### config.mk
export PLATFORM = sky130hd
export DESIGN_NAME = key_capture
export DESIGN_NICKNAME = d
export VERILOG_FILES = /design/src/rtl/key_capture.sv
export SDC_FILE = /design/constraint.sdc
export NUM_CORES = 1
export LEC_CHECK = 0
export ABC_AREA = 1
export CORE_ASPECT_RATIO = 0.7
export CORE_MARGIN = 10
export CORE_UTILIZATION = 55
export DETAILED_ROUTE_END_ITERATION = 8
export GPL_ROUTABILITY_DRIVEN = 0
export GPL_TIMING_DRIVEN = 0
export PLACE_DENSITY = 0.76
export REMOVE_ABC_BUFFERS = 1
export SLEW_MARGIN = 5
export SYNTH_ARGS = -nofsm -noshare
export SYNTH_HDL_FRONTEND = slang
export SYNTH_SLANG_ARGS = --single-unit
### constraint.sdc
create_clock -name clk -period 1.8 [get_ports clk]
set_input_delay 0.36 -clock clk [delete_from_list [all_inputs] [get_ports clk]]
set_output_delay 0.36 -clock clk [all_outputs]
set_load 0.02 [all_outputs]
### src/rtl/key_capture.sv
// Keypad key capture: validates scanner codes, debounces press and release, keeps a two-digit history.
// Capture (new_key + digit update) lands DEBOUNCE_CYCLES cycles after the enable cycle; no backpressure, inputs sampled every cycle.
module key_capture #(
    parameter int DEBOUNCE_CYCLES = 50000,
    parameter int CNT_W           = $clog2(DEBOUNCE_CYCLES)
) (
    input  logic       clk,
    input  logic       reset,
    input  logic       enable,
    input  logic       key_pressed,
    input  logic [7:0] total_val,
    output logic [3:0] digit_new,
    output logic [3:0] digit_old,
    output logic       new_key,
    output logic       busy
);

    typedef enum logic [2:0] {
        S_IDLE     = 3'd0,
        S_DEBOUNCE = 3'd1,
        S_CAPTURE  = 3'd2,
        S_HELD     = 3'd3,
        S_RELEASE  = 3'd4
    } state_t;

    localparam logic [CNT_W-1:0] CNT_LAST = CNT_W'(DEBOUNCE_CYCLES - 1);
    localparam logic [CNT_W-1:0] CNT_MAX  = '1;

    state_t           state_q, state_d;
    logic [CNT_W-1:0] cnt_q, cnt_d;
    logic [CNT_W-1:0] cnt_inc;
    logic [7:0]       code_q, code_d;
    logic [3:0]       digit_new_q, digit_new_d;
    logic [3:0]       digit_old_q, digit_old_d;
    logic             new_key_q, new_key_d;
    logic             code_ok;
    logic             code_match;

    // Exactly one row high and exactly one column low.
    function automatic logic code_valid(input logic [7:0] code);
        return $onehot(code[7:4]) && $onehot(~code[3:0]);
    endfunction

    function automatic logic [3:0] decode_key(input logic [7:0] code);
        logic [1:0] row;
        logic [1:0] col;
        logic [3:0] key;
        case (code[7:4])
            4'b1000: row = 2'd0;
            4'b0100: row = 2'd1;
            4'b0010: row = 2'd2;
            default: row = 2'd3;
        endcase
        case (code[3:0])
            4'b0111: col = 2'd0;
            4'b1011: col = 2'd1;
            4'b1101: col = 2'd2;
            default: col = 2'd3;
        endcase
        case ({row, col})
            4'h0:    key = 4'h1;
            4'h1:    key = 4'h2;
            4'h2:    key = 4'h3;
            4'h3:    key = 4'hA;
            4'h4:    key = 4'h4;
            4'h5:    key = 4'h5;
            4'h6:    key = 4'h6;
            4'h7:    key = 4'hB;
            4'h8:    key = 4'h7;
            4'h9:    key = 4'h8;
            4'hA:    key = 4'h9;
            4'hB:    key = 4'hC;
            4'hC:    key = 4'hE;
            4'hD:    key = 4'h0;
            4'hE:    key = 4'hF;
            default: key = 4'hD;
        endcase
        return key;
    endfunction

    assign code_ok    = code_valid(total_val);
    assign code_match = key_pressed && (total_val == code_q);
    assign cnt_inc    = (cnt_q == CNT_MAX) ? cnt_q : cnt_q + CNT_W'(1);

    always_comb begin
        state_d     = state_q;
        cnt_d       = cnt_q;
        code_d      = code_q;
        digit_new_d = digit_new_q;
        digit_old_d = digit_old_q;
        new_key_d   = 1'b0;
        case (state_q)
            S_IDLE: begin
                cnt_d = '0;
                if (enable && code_ok) begin
                    code_d  = total_val;
                    state_d = S_DEBOUNCE;
                end
            end
            S_DEBOUNCE: begin
                if (!code_match) begin
                    cnt_d   = '0;
                    state_d = S_IDLE;
                end else if (cnt_q == CNT_LAST) begin
                    // History and pulse are loaded on CAPTURE entry so both are visible during CAPTURE.
                    cnt_d       = '0;
                    state_d     = S_CAPTURE;
                    digit_old_d = digit_new_q;
                    digit_new_d = decode_key(code_q);
                    new_key_d   = 1'b1;
                end else begin
                    cnt_d = cnt_inc;
                end
            end
            S_CAPTURE: begin
                cnt_d   = '0;
                state_d = S_HELD;
            end
            S_HELD: begin
                if (!key_pressed) begin
                    cnt_d   = '0;
                    state_d = S_RELEASE;
                end
            end
            S_RELEASE: begin
                if (key_pressed) begin
                    cnt_d   = '0;
                    state_d = S_HELD;
                end else if (cnt_q == CNT_LAST) begin
                    cnt_d   = '0;
                    state_d = S_IDLE;
                end else begin
                    cnt_d = cnt_inc;
                end
            end
            default: begin
                cnt_d   = '0;
                state_d = S_IDLE;
            end
        endcase
    end

    always_ff @(posedge clk or posedge reset) begin
        if (reset) begin
            state_q     <= S_IDLE;
            cnt_q       <= '0;
            code_q      <= 8'h00;
            digit_new_q <= 4'h0;
            digit_old_q <= 4'h0;
            new_key_q   <= 1'b0;
        end else begin
            state_q     <= state_d;
            cnt_q       <= cnt_d;
            code_q      <= code_d;
            digit_new_q <= digit_new_d;
            digit_old_q <= digit_old_d;
            new_key_q   <= new_key_d;
        end
    end

    assign digit_new = digit_new_q;
    assign digit_old = digit_old_q;
    assign new_key   = new_key_q;
    assign busy      = (state_q != S_IDLE);

endmodule

After elaboration in Yosys (flattened, before gate mapping)
Memory sizes are Yosys's and may differ from the RTL's. A register that Yosys moved wholly into a read port is not among the register bits.
Cells that the tools add are included.
{"block": "word_totals", "regBits": 32, "mem_bits_ro": 64, "in_bits": 12, "output_inout_bits": 10, "wordCells": 65, "mem_count": 1}
{"memory": "(name not given)", "words": 16, "width": 4, "read_ports": 1, "rd_clocked_by_memory_dff": 1, "write_ports": 0, "line_no": "60", "text": "case ({row, col})"}
{"block": "classes", "n_addsub": 7, "eq_ne": 19, "muxes": 24, "bitwise_logic": 1, "n_reduce_logical": 8}
{"op": "two-way mux 16 bit", "n": 5}
{"op": "case mux 16 bit (3 select lines)", "n": 1}
{"op": "equality test 16 bit, second input constant", "n": 2}
{"op": "two-way mux 3 bit", "n": 6}
{"op": "adder 16 x 1 -> 16 bit, second input constant", "n": 1}
{"op": "case mux 3 bit (5 select lines)", "n": 1}
{"op": "equality test 4 bit, second input constant", "n": 3}
{"op": "two-way mux 2 bit", "n": 6}
{"op": "case mux 2 bit (3 select lines)", "n": 2}
{"op": "equality test 3 x 1 -> 1 bit, second input constant", "n": 3}
{"op": "adder 1 x 1 -> 2 bit", "n": 4}
{"op": "equality test 4 x 3 -> 1 bit, second input constant", "n": 2}
{"op": "equality test 8 bit", "n": 1}
{"op": "adder 2 x 2 -> 3 bit", "n": 2}
{"op": "equality test 3 x 2 -> 1 bit, second input constant", "n": 2}
{"op": "inequality test 3 bit, second input constant", "n": 2}
{"op": "equality test 4 x 2 -> 1 bit, second input constant", "n": 1}
{"op": "inequality test 2 bit, second input constant", "n": 2}
{"op": "NOT 4 bit", "n": 1}
{"op": "AND reduction 4 bit", "n": 1}
{"op": "equality test 3 bit, second input constant", "n": 1}
{"op": "logical AND 1 bit", "n": 3}
{"op": "zero test 3 bit", "n": 1}
{"op": "two-way mux 1 bit", "n": 3}
{"op": "3 further kinds", "n": 3}

Depth between registers and ports, before layout
{"block": "depth", "word_depth": 8, "mapped_depth": 13, "mapped_depth_nobuf": 13}

Worst setup path after synthesis
OpenSTA, ideal clock, no wires.
{"block": "synth_path", "path_kind": "input to register", "from": "input total_val[4]", "to": "register code_q[0]", "arrival_time_ps": 2154, "required_time_ps": 1669, "setup_slack_ps": -485, "path_stages": 12, "n_path_buf": 1, "cell_sequence": "inv_1 -> fa_1 -> inv_1 -> ha_1 -> ha_1 -> inv_1 -> nand2_1 -> nor3_1 -> nand4_1 -> clkbuf_1 -> nand2_1 -> o21ai_0"}
{"block": "synth_between", "elab_chain_len": 6}
{"element": "from (decl)", "line_no": "11", "text": "input logic [7:0] total_val,"}
{"element": "adder 1 x 1 -> 2 bit (implied by the code)", "line_no": "41", "text": "return $onehot(code[7:4]) && $onehot(~code[3:0]);"}
{"element": "adder 2 x 2 -> 3 bit (implied by the code)", "line_no": "41"}
{"element": "equality test 3 x 1 -> 1 bit", "line_no": "41"}
{"element": "logical AND 1 bit", "line_no": "41"}
{"element": "logical AND 1 bit", "line_no": "95", "text": "if (enable && code_ok) begin"}
{"element": "AND reduction 2 bit (no line)"}
{"element": "to (signal assigned)", "line_no": "154", "text": "code_q <= code_d;"}
{"element": "to (decl)", "line_no": "32", "text": "logic [7:0] code_q, code_d;"}
No other way between the ends.
A chain may end at the register's enable or synchronous reset.

Worst setup path after layout
{"block": "layout_path", "from": "input total_val[7]", "to": "register code_q[6]"}
The elaborated chain is that of the path after synthesis.

==> impl_metrics.env <==
export IMPL_finalClockSkew_ps=6.81
export IMPL_tightest_slew_ps=777
export IMPL_synthCells=392
export IMPL_pre_cts_ws_ps=-1340
export IMPL_syn_to_final_growth_pct=21.2
export IMPL_syn_area_mm2=0.00262
export IMPL_synth_seq_cells=36
export IMPL_die_area_mm2=0.00797
export IMPL_dr_pass1_iters=5
export IMPL_worst_skew_pair_late_latency_ps=290
export IMPL_setup_viol=11
export IMPL_post_route_util_pct=70.9
export IMPL_gr_usage_met2_pct=25.2
export IMPL_start_kind="input port"
export IMPL_diodes=0
export IMPL_rows=20
export IMPL_path_clk_slew_ps=80
export IMPL_holdWs_ps=332
export IMPL_cts_root_buf="clkbuf_8"
export IMPL_gr_usage_met1_pct=24.0
export IMPL_cts_buffers=5
export IMPL_arrival_ps=2230
export IMPL_ir_worst_vdd_mv=0.629
export IMPL_synth_top_family_by_area="simple AND/OR/NAND/NOR gates"
export IMPL_crit_required_ps=1980
export IMPL_critPathMaxFanout=8
export IMPL_grt_max_degree=37
export IMPL_cts_tree="yes"
export IMPL_cts_max_path_buffers=2
export IMPL_fill_cells=341
export IMPL_via_per_inst=5.53
export IMPL_grt_pass1_vias=2435
export IMPL_rsz0062_at_grt="yes"
export IMPL_h_tree_depth=2
export IMPL_cts_sinks=36
export IMPL_via_count=2659
export IMPL_dominantRegCellSynth="dfrtp_1"
export IMPL_die_x_um=102
export IMPL_drcViolationCount=0
export IMPL_yosysWarnings=0
export IMPL_synthAdderAreaFrac_pct=4.87
export IMPL_die_height_um=77.7
export IMPL_post_route_period_util_pct=114
export IMPL_placed_cells=464
export IMPL_hpwl_um=4680
export IMPL_start_util_pct=58.5
export IMPL_outcome="finished with violations"
export IMPL_synth_edf_count=0
export IMPL_nNetsFinal=446
export IMPL_synthArstFlopShare_pct=100
export IMPL_end_kind="flop"
export IMPL_yosysUniqueCellTypes=34
export IMPL_power_density_mw_per_mm2=853
export IMPL_multi_input_area_mm2=0.00160
export IMPL_io_pins=22
export IMPL_maxSlewHeadroom_pct=48.1
export IMPL_grt_overflow=0
export IMPL_grt_usage_pct=17.0
export IMPL_io_buffers=21
export IMPL_synth_compound_area_share_pct=6.35
export IMPL_drtIter0Drc=238
export IMPL_failed_checks="setup timing"
export IMPL_setup_slack_ps=-250
export IMPL_path_class="in2reg"
export IMPL_drive_gt1_share_pct=17.4
export IMPL_ys_seq_area_share_pct=34.4
export IMPL_synth_xor_area_share_pct=1.34
export IMPL_synth_top_cell_area_share_pct=34.4
export IMPL_synthTopCellsByArea="dfrtp_1 34%, nand2_1 17%, nand3_1 12%"
export IMPL_layout_cells_non_filler=481
export IMPL_synth_simple_area_share_pct=43.7
export IMPL_syn_area_per_cell_um2=6.68
export IMPL_detail_route_antenna_nets=0
export IMPL_core_mm2=0.00448
export IMPL_grt_busiest_layer="met2"
export IMPL_fmax_mhz=488
export IMPL_slew_violations=0
export IMPL_synth_mux_area_share_pct=0
export IMPL_wire_per_inst_um=13.9
export IMPL_finalHoldViolations=0
export IMPL_layout_min_cycle_time_ps=2050
export IMPL_synth_top_cell_by_area="dfrtp_1"
export IMPL_grt_pass1_wl_um=11200
export IMPL_use_met3_pct=3.45
export IMPL_p_leak_nw=1.55
export IMPL_drt_wl_total_um=6680
export IMPL_hp_class="in2reg"
export IMPL_antenna_found_initial=0
export IMPL_maxCapViolCount=0
export IMPL_regArea_um2=901
## registers in the layout, summed over array words and instances (netlist names)
signal,flops
cnt_q,16
code_q,8
digit_new,4
digit_old,4
new_key,1
state_q,3
## synthesized netlist by cell type, drive strengths merged, types with 3 or more instances
cell,number
clkinv,4
inv,54
xnor2,3
ha,7
nor2,42
nand4,15
nor3,7
a21oi,7
nand2,123
nand3,62
dfrtp,36
o21ai,17
## worst max-delay path: stages
cell,delay (ps)
buf_8,80
inv_4,30
fa_1,550
inv_1,50
ha_2,180
ha_4,210
inv_2,50
nand2_2,60
nor3_2,130
nand4_1,190
buf_6,210
nand2_2,60
o21ai_1,60
## stage by stage
step	cell area (µm²)	TNS, ps	total power, mW
floorplan	2600	-4780	1.67
global placement	2880	-32710	1.87
detailed placement	2880	-23620	1.89
CTS	3090	-1630	2.64
global route	3180	-2960	2.91
finish	3180	-2260	2.71
## cells in the final DEF, fill, tap and decap left out, drive strengths merged
| master | count |
|---|---|
| nand3 | 62 |
| nand2b | 1 |
| o211ai | 1 |
| ha | 7 |
| or2 | 1 |
| bufinv | 1 |
| clkdlybuf4s50 | 14 |
| fa | 2 |
| nand4 | 15 |
| clkinv | 5 |
| o22ai | 2 |
| xnor2 | 3 |
| dfrtp | 36 |
| o21bai | 1 |
| nand3b | 2 |
| nor2 | 42 |
| buf | 14 |
| clkbuf | 6 |
| a21oi | 7 |
| xor2 | 1 |
| dlygate4sd2 | 1 |
| nand2 | 124 |
| nor3 | 7 |
| o21ai | 17 |
| inv | 54 |
## report_power, final
part / internal [mW] / switching (mW) / total, mW / leakage [nW]
combinational: 0.350 / 0.585 / 0.936 / 1.01
sequential: 0.912 / 0.152 / 1.06 / 0.484
clock: 0.411 / 0.298 / 0.709 / 0.0552
## layer usage
metal,vias to the layer above,wire [µm]
met2,114,2800
met1,1198,3120
met4,0,74
met5,-,0
met3,11,682
li1,1336,-
## logic make-up (layout without fill, tap and decap cells)
family,count (synthesis),count (layout)
compound gates,28,28
flops,36,36
fa+ha+maj,9,9
buf+inv,62,95
xor+xnor,4,4
simple gates,253,254
## final timing paths
check | startpoint | end | slack (ps) | cells after the start
max reg2reg | cnt_q[0] | digit_new[1] | 130 | 10
max in group asynchronous | reset | cnt_q[12] | 770 | 2
min in group asynchronous | reset | cnt_q[5] | 530 | 2
min reg2reg | digit_old[1] | digit_old[1] | 480 | 2
max | total_val[7] | code_q[6] | -250 | 13
min | total_val[5] | code_q[5] | 330 | 3
## final cells by class
class,instances,area share (%)
Clock buffer,6,2.29
Clock inverter,2,1.10
Inverter,58,7.01
Multi-Input combinational cell,295,50.4
Sequential cell,36,28.4
Tap cell,55,2.17
Timing Repair Buffer,29,8.67
## timing repair
| action | CTS | global route |
|---|---|---|
| pin swaps | 9 | 12 |
| endpoints found under the setup margin | 28 | 31 |
| setup buffers | 4 | 3 |
| gates resized for setup | 54 | 17 |
| hold buffers | 0 | 0 |
| gates cloned | 1 | 1 |
Power figures use the tool's default switching activity.
